--- src/rtl/machina_pkg.sv ---
// Shared types for the perceptron training supervisor: FSM states, the
// default-width sample layout and the error word width.
package machina_pkg;

  typedef enum logic [2:0] {
    ST_LOAD,
    ST_ARG,
    ST_RES,
    ST_ERR,
    ST_FBK,
    ST_NEXT,
    ST_DONE
  } state_t;

  localparam int ERR_W = 16;
  localparam int SMP_N = 2;

  // Wire layout of one training sample: argument lanes above, target in the low byte.
  typedef struct packed {
    logic [SMP_N-1:0][7:0] arg;
    logic [7:0]            tgt;
  } sample_t;

endpackage

--- src/rtl/sample_mem.sv ---
// Training-set register file: one synchronous write port, one combinational read port.
// Write lands on the clock edge; reads see stored contents with zero latency, no backpressure.
module sample_mem
  import machina_pkg::*;
#(
  parameter int N     = 2,
  parameter int DEPTH = 4
) (
  input  logic                       clk,
  input  logic                       rst,
  input  logic                       wr_en,
  input  logic [$clog2(DEPTH)-1:0]   wr_addr,
  input  logic [N*8+7:0]             wr_dat,
  input  logic [$clog2(DEPTH)-1:0]   rd_addr,
  output logic [N*8+7:0]             rd_dat
);

  logic [N*8+7:0] mem_q [DEPTH];
  logic [N*8+7:0] mem_d [DEPTH];

  always_comb begin
    mem_d = mem_q;
    if (wr_en) mem_d[wr_addr] = wr_dat;
  end

  always_ff @(posedge clk or negedge rst) begin
    if (!rst) begin
      for (int i = 0; i < DEPTH; i++) mem_q[i] <= '0;
    end else begin
      mem_q <= mem_d;
    end
  end

  assign rd_dat = mem_q[rd_addr];

endmodule

--- src/rtl/supervisor.sv ---
// Replays a stored training set through a perceptron for N epochs, then scores one eval epoch.
// All outputs registered; every stream stalls indefinitely on its peer's stb/rdy.
module supervisor
  import machina_pkg::*;
#(
  parameter int N     = 2,
  parameter int DEPTH = 4,
  parameter int TOL   = 0
) (
  input  logic                         clk,
  input  logic                         rst,
  input  logic                         smp_stb,
  output logic                         smp_rdy,
  input  logic [N*8+7:0]               smp_dat,
  input  logic                         run_stb,
  output logic                         run_rdy,
  input  logic [7:0]                   run_dat,
  output logic                         done_stb,
  input  logic                         done_rdy,
  output logic [$clog2(DEPTH+1)-1:0]   done_dat,
  output logic                         arg_stb,
  input  logic                         arg_rdy,
  output logic [N*8-1:0]               arg_dat,
  input  logic                         res_stb,
  output logic                         res_rdy,
  input  logic [7:0]                   res_dat,
  output logic                         err_stb,
  input  logic                         err_rdy,
  output logic [ERR_W-1:0]             err_dat,
  input  logic                         fbk_stb,
  output logic                         fbk_rdy,
  input  logic [N*16-1:0]              fbk_dat
);

  localparam int AW = $clog2(DEPTH);
  localparam int CW = $clog2(DEPTH+1);
  localparam int W  = N*8+8;
  localparam logic [8:0] TOL_L = 9'(TOL);

  state_t          state_q, state_d;
  logic [CW-1:0]   cnt_q, cnt_d, miss_q, miss_d, done_dat_q, done_dat_d;
  logic [AW-1:0]   idx_q, idx_d;
  logic [7:0]      epoch_q, epoch_d;
  logic            eval_q, eval_d;
  logic [N*8-1:0]  arg_dat_q, arg_dat_d;
  logic [ERR_W-1:0] err_dat_q, err_dat_d;
  logic smp_rdy_q, smp_rdy_d, run_rdy_q, run_rdy_d, arg_stb_q, arg_stb_d;
  logic res_rdy_q, res_rdy_d, err_stb_q, err_stb_d, fbk_rdy_q, fbk_rdy_d;
  logic done_stb_q, done_stb_d;

  logic          smp_fire, run_fire, arg_fire, res_fire, err_fire, fbk_fire, done_fire;
  logic          mem_we;
  logic [W-1:0]  rd_dat, arg_src;
  logic [8:0]    diff, mag;
  logic [CW-1:0] idx_ext;
  logic          fbk_unused;

  assign smp_fire  = smp_stb  & smp_rdy_q;
  assign run_fire  = run_stb  & run_rdy_q;
  assign arg_fire  = arg_stb_q & arg_rdy;
  assign res_fire  = res_stb  & res_rdy_q;
  assign err_fire  = err_stb_q & err_rdy;
  assign fbk_fire  = fbk_stb  & fbk_rdy_q;
  assign done_fire = done_stb_q & done_rdy;
  assign fbk_unused = ^fbk_dat;

  sample_mem #(.N(N), .DEPTH(DEPTH)) u_mem (
    .clk     (clk),
    .rst     (rst),
    .wr_en   (mem_we),
    .wr_addr (cnt_q[AW-1:0]),
    .wr_dat  (smp_dat),
    .rd_addr (idx_d),
    .rd_dat  (rd_dat)
  );

  // A sample stored on the same edge that starts a run must reach arg_dat directly.
  assign arg_src = (smp_fire && cnt_q[AW-1:0] == idx_d) ? smp_dat : rd_dat;

  assign diff    = {1'b0, rd_dat[7:0]} - {1'b0, res_dat};
  assign mag     = diff[8] ? (~diff + 9'd1) : diff;
  assign idx_ext = CW'(idx_q);

  always_comb begin
    state_d    = state_q;
    cnt_d      = cnt_q;
    idx_d      = idx_q;
    epoch_d    = epoch_q;
    eval_d     = eval_q;
    miss_d     = miss_q;
    err_dat_d  = err_dat_q;
    arg_dat_d  = arg_dat_q;
    done_dat_d = done_dat_q;
    mem_we     = 1'b0;
    case (state_q)
      ST_LOAD: begin
        if (smp_fire) begin
          mem_we = 1'b1;
          cnt_d  = cnt_q + CW'(1);
        end
        if (run_fire) begin
          epoch_d = run_dat;
          idx_d   = '0;
          miss_d  = '0;
          eval_d  = (run_dat == 8'd0);
          state_d = ST_ARG;
        end
      end
      ST_ARG: if (arg_fire) state_d = ST_RES;
      ST_RES: begin
        if (res_fire) begin
          if (eval_q) begin
            if (mag > TOL_L) miss_d = miss_q + CW'(1);
            state_d = ST_NEXT;
          end else begin
            err_dat_d = {{(ERR_W-9){diff[8]}}, diff};
            state_d   = ST_ERR;
          end
        end
      end
      ST_ERR: if (err_fire) state_d = ST_FBK;
      ST_FBK: if (fbk_fire) state_d = ST_NEXT;
      ST_NEXT: begin
        state_d = ST_ARG;
        if (idx_ext == cnt_q - CW'(1)) begin
          idx_d = '0;
          if (eval_q) begin
            state_d = ST_DONE;
          end else begin
            epoch_d = epoch_q - 8'd1;
            if (epoch_q == 8'd1) eval_d = 1'b1;
          end
        end else begin
          idx_d = idx_q + AW'(1);
        end
      end
      ST_DONE: if (done_fire) state_d = ST_LOAD;
      default: state_d = ST_LOAD;
    endcase

    if (state_d == ST_ARG)  arg_dat_d  = arg_src[W-1:8];
    if (state_d == ST_DONE) done_dat_d = miss_d;

    smp_rdy_d  = (state_d == ST_LOAD) && (cnt_d < CW'(DEPTH));
    run_rdy_d  = (state_d == ST_LOAD) && (cnt_d != '0);
    arg_stb_d  = (state_d == ST_ARG);
    res_rdy_d  = (state_d == ST_RES);
    err_stb_d  = (state_d == ST_ERR);
    fbk_rdy_d  = (state_d == ST_FBK);
    done_stb_d = (state_d == ST_DONE);
  end

  always_ff @(posedge clk or negedge rst) begin
    if (!rst) begin
      state_q    <= ST_LOAD;
      cnt_q      <= '0;
      idx_q      <= '0;
      epoch_q    <= '0;
      eval_q     <= 1'b0;
      miss_q     <= '0;
      err_dat_q  <= '0;
      arg_dat_q  <= '0;
      done_dat_q <= '0;
      smp_rdy_q  <= 1'b0;
      run_rdy_q  <= 1'b0;
      arg_stb_q  <= 1'b0;
      res_rdy_q  <= 1'b0;
      err_stb_q  <= 1'b0;
      fbk_rdy_q  <= 1'b0;
      done_stb_q <= 1'b0;
    end else begin
      state_q    <= state_d;
      cnt_q      <= cnt_d;
      idx_q      <= idx_d;
      epoch_q    <= epoch_d;
      eval_q     <= eval_d;
      miss_q     <= miss_d;
      err_dat_q  <= err_dat_d;
      arg_dat_q  <= arg_dat_d;
      done_dat_q <= done_dat_d;
      smp_rdy_q  <= smp_rdy_d;
      run_rdy_q  <= run_rdy_d;
      arg_stb_q  <= arg_stb_d;
      res_rdy_q  <= res_rdy_d;
      err_stb_q  <= err_stb_d;
      fbk_rdy_q  <= fbk_rdy_d;
      done_stb_q <= done_stb_d;
    end
  end

  assign smp_rdy  = smp_rdy_q;
  assign run_rdy  = run_rdy_q;
  assign arg_stb  = arg_stb_q;
  assign arg_dat  = arg_dat_q;
  assign res_rdy  = res_rdy_q;
  assign err_stb  = err_stb_q;
  assign err_dat  = err_dat_q;
  assign fbk_rdy  = fbk_rdy_q;
  assign done_stb = done_stb_q;
  assign done_dat = done_dat_q;

endmodule

--- config.mk ---
export PLATFORM = sky130hd
export DESIGN_NAME = supervisor
export DESIGN_NICKNAME = d
export VERILOG_FILES = /design/src/rtl/machina_pkg.sv /design/src/rtl/sample_mem.sv /design/src/rtl/supervisor.sv
export SDC_FILE = /design/constraint.sdc
export NUM_CORES = 1
export LEC_CHECK = 0
export ABC_AREA = 0
export CORE_AREA = 2 2 151 116
export DETAILED_ROUTE_END_ITERATION = 8
export DIE_AREA = 0 0 153 118
export GPL_ROUTABILITY_DRIVEN = 0
export PLACE_DENSITY = 0.68
export SLEW_MARGIN = 10
export SYNTH_ARGS = -nofsm -noshare
export SYNTH_HDL_FRONTEND = slang
export SYNTH_HIERARCHICAL = 1
export SYNTH_SLANG_ARGS = --single-unit
export TNS_END_PERCENT = 30
--- constraint.sdc ---
create_clock -name clk -period 6.58 [get_ports clk]
set_clock_uncertainty 0.2 [all_clocks]
set_input_delay 0.658 -clock clk [delete_from_list [all_inputs] [get_ports clk]]
set_output_delay 0.658 -clock clk [all_outputs]
set_load 0.02 [all_outputs]
==> results.cfg <==
[placed_design]
worst_case_setup_slack_after_placement_ps = 1220
dp_hpwl_mm = 10.4
port_buffer_count = 90
place.detailed.instances = 857

[critical_path]
slowest_cell_on_the_critical_path = mux4_2
cp.required_ps = 6690
critical_path_class = flop to flop
critPathLaunchType = flop
critical-path-top-cell-by-count = inv_1
crit_path_cells = inv_1 > ha_1 > xor2_1 > nand3_2 > nand2_1 > o22ai_4 > mux4_2 > inv_1 > ha_1 > inv_1 > fa_1 > a211oi_1 > o21bai_1 > a21oi_1 > xnor2_1 > nor3_1 > nand4_1 > a22o_1 > a31o_1
crit_arrival_ps = 5300
cp_max_fo = 10
critPathMaxStageDelay_ps = 570
setup.worst_path.end_class = flop

[synth]
number_of_enable_type_register_cells_in_the_synthesized_netlist = 0
ys_dominant_reg_cell = dfrtp_1
yosysTopAreaCell = dfrtp_1
asr_flop_ratio_synth = 1.00
yosys_warnings = 6
postSynthCellCount = 577
postSynthNetCount = 672
synth_area_per_cell_sq_um = 12.7
yosys.cell_count.top_type = dfrtp_1
yosys-top-cells-area = dfrtp_1 (51%), mux2_2 (15%), mux4_2 (7.4%)
yosys_register_bits = 151
netlist_area_sq_mm = 0.00735
share_of_synthesized_area_occupied_by_flip_flops_and_latches = 0.514
synth_top_area_frac = 0.514
ys_top_cells_by_count = dfrtp_1 (151), mux2_2 (99), nand2_1 (39)
ys_types = 56

[drt]
vias_per_cell = 5.47
drt_pre_antenna_iters = 4
met3WireLength_um = 660
drt-initial-drc-count = 286
ant_nets = 0
met2WireLength_mm = 7.50
drc_errors = 0
top_routing_layer_used = met4
m1WireLength_mm = 7.39
route.vias.total = 4864
post_drt_wl_per_cell_um = 17.7
postRouteWirelength_mm = 15.7

[global_routing]
number_of_antenna_violations_at_the_first_check_in_global_routing = 0
grt_total_ovfl = 0
first_global_vias = 5004
maximum_number_of_pins_on_one_net_before_global_route_repair = 97
first_pass_grt_wire_length_mm = 26.0
gr-usage-all-layers = 0.184

[sta]
rsz_0062_raised_after_global_routing = no
period_share = 0.788
shortest_period_the_worst_path_allows_ps = 5180
finalSetupViolCount = 0
number_of_hold_violations_in_the_final_report = 0
totalNegativeSetupSlack_ps = 0
rel_slew_slack = 0.398
max_freq_mhz = 193
drv_slew = 0
worst_slew_pin_slew_ps = 900
finalWorstSetupSlack_ps = 1400

[layout]
antenna_cells_inserted = 0
area_delta_synth_final_pct = 23.4
final_core_utilization = 0.547
num-nets-final = 756
layout-drive-gt1-share = 0.267
instances_no_fill = 889
n_fill_cell = 1342

[clocking]
post_cts_gate_resize_count = 0
post_cts_hold_buffer_count = 0
cts_tree = built
clk_latency_ps = 430
cts_max_level = 4
numClockSinks = 151
postCtsSetupRepairBufs = 0
cts-root-buf = clkbuf_16
clkSlewWorstSetupHoldPaths_ps = 60
clk_path_buf_depth = 2
cts_inserted_buffers = 17

[pwr]
leakage_nw = 3.92
cellInternalPower_w = 0.00305
pwr-share-clk = 0.244
vdd_drop_max_mv = 0.194
power_switching_w = 0.00158
pwr_density_cell_mw_per_mm2 = 510
sequentialPowerShare = 0.349
share_comb_of_total_power = 0.407
power.share.switching = 0.341

[die]
die_w_um = 153
rows = 41
die_footprint_sq_mm = 0.0181
die_height_um = 118
boundaryPins = 123
core_area_sq_mm = 0.0166
initial_utilization = 0.443

[min_path]
worstHoldPathType = input pin to async pin

[status]
outcome = completed

[run]
max_cap_viol_count = 0
layout by cell type (no fill, tap or decap), drive strengths merged, types with 3 or more instances in the layout:
cell,count
nor3,10
and2,4
bufinv,7
nand3,6
a22o,6
dfrtp,151
inv,18
ha,13
nand2b,5
clkbuf,19
mux4,24
nand2,40
xor2,3
o22ai,3
or3,3
mux2i,16
and3,3
nor2,37
mux2,100
o21ai,25
nand4b,5
clkdlybuf4s50,89
buf,9
nand3b,4
a31oi,3
a21oi,32
nor4,4
xnor2,9
clkinv,6
path summary, 6_finish.rpt:
check                            start           to  slack (ps)  depth (start not counted)
max in group asynchronous          rst    miss_q[1]        4800                          2
setup / recovery              cnt_q[0]    miss_q[0]        1400                         19
hold reg to reg            done_dat[1]  done_dat[1]         270                          2
min in group clk           done_dat[1]  done_dat[1]         270                          2
setup reg to reg              cnt_q[0]    miss_q[0]        1400                         19
hold / removal                     rst  done_dat[1]         140                          1
power by group through the flow:
stage | sequential [W] | clock [W] | combinational, W
6_report | 0.00161 | 0.00113 | 0.00188
5_1_grt | 0.00166 | 0.00120 | 0.00207
3_3_place_gp | 0.00159 | 0 | 0.00185
3_5_place_dp | 0.00162 | 0 | 0.00190
4_1_cts | 0.00161 | 0.00115 | 0.00191
2_1_floorplan | 0.00164 | 0 | 0.00130
per-stage QoR:
step | total power, W | hold WS [ps] | instance area (sq um)
2_1_floorplan | 0.00294 | 162 | 7350
3_3_place_gp | 0.00343 | 260 | 8380
3_5_place_dp | 0.00352 | 268 | 8380
4_1_cts | 0.00467 | 169 | 9060
5_1_grt | 0.00493 | 199 | 9060
6_report | 0.00463 | 138 | 9060
layout make-up:
| type | instances | area (sq um) | share of cell area |
|---|---|---|---|
| Sequential cell | 151 | 3780 | 0.417 |
| Tap cell | 215 | 269 | 0.0297 |
| Inverter | 18 | 67.6 | 0.00745 |
| Clock inverter | 13 | 251 | 0.0277 |
| Multi-Input combinational cell | 375 | 3300 | 0.364 |
| Clock buffer | 19 | 433 | 0.0478 |
| Timing Repair Buffer | 98 | 962 | 0.106 |
worst max-delay path, delay by kind of cell, from the launching register on:
| kind | cells | cell delay, ps |
|---|---|---|
| compound gates | 6 | 1620 |
| xor+xnor | 2 | 290 |
| fa+ha+maj | 3 | 910 |
| buf+inv | 3 | 280 |
| flops | 1 | 530 |
| mux | 1 | 570 |
| simple gates | 4 | 680 |
flip-flops by register name, indices dropped and copies added (netlist names):
signal and count:
arg_dat 16, arg_stb 1, cnt_q 3, done_dat 3
done_stb 1, epoch_q 8, err_dat 9, err_stb 1
eval_q 1, fbk_rdy 1, idx_q 2, miss_q 3
res_rdy 1, run_rdy 1, smp_rdy 1, state_q 3
u_mem/mem_q 96
cell families after synthesis:
| family | after synthesis | share of synthesized area |
|---|---|---|
| buffers and inverters | 51 | 0.0388 |
| XOR/XNOR | 12 | 0.0143 |
| AND/OR/NAND/NOR | 129 | 0.0942 |
| flip-flops | 151 | 0.514 |
| adder cells (fa/ha/maj) | 14 | 0.0249 |
| AO/OA/AOI/OAI | 80 | 0.0647 |
| multiplexers | 140 | 0.249 |
metal layers:
layer / GRT usage / up-vias
li1: - / 2252
met1: 0.248 / 2466
met2: 0.291 / 127
met3: 0.0501 / 19
met4: 0.0590 / 0
met5: 0 / -
Power figures use the tool's default switching activity.
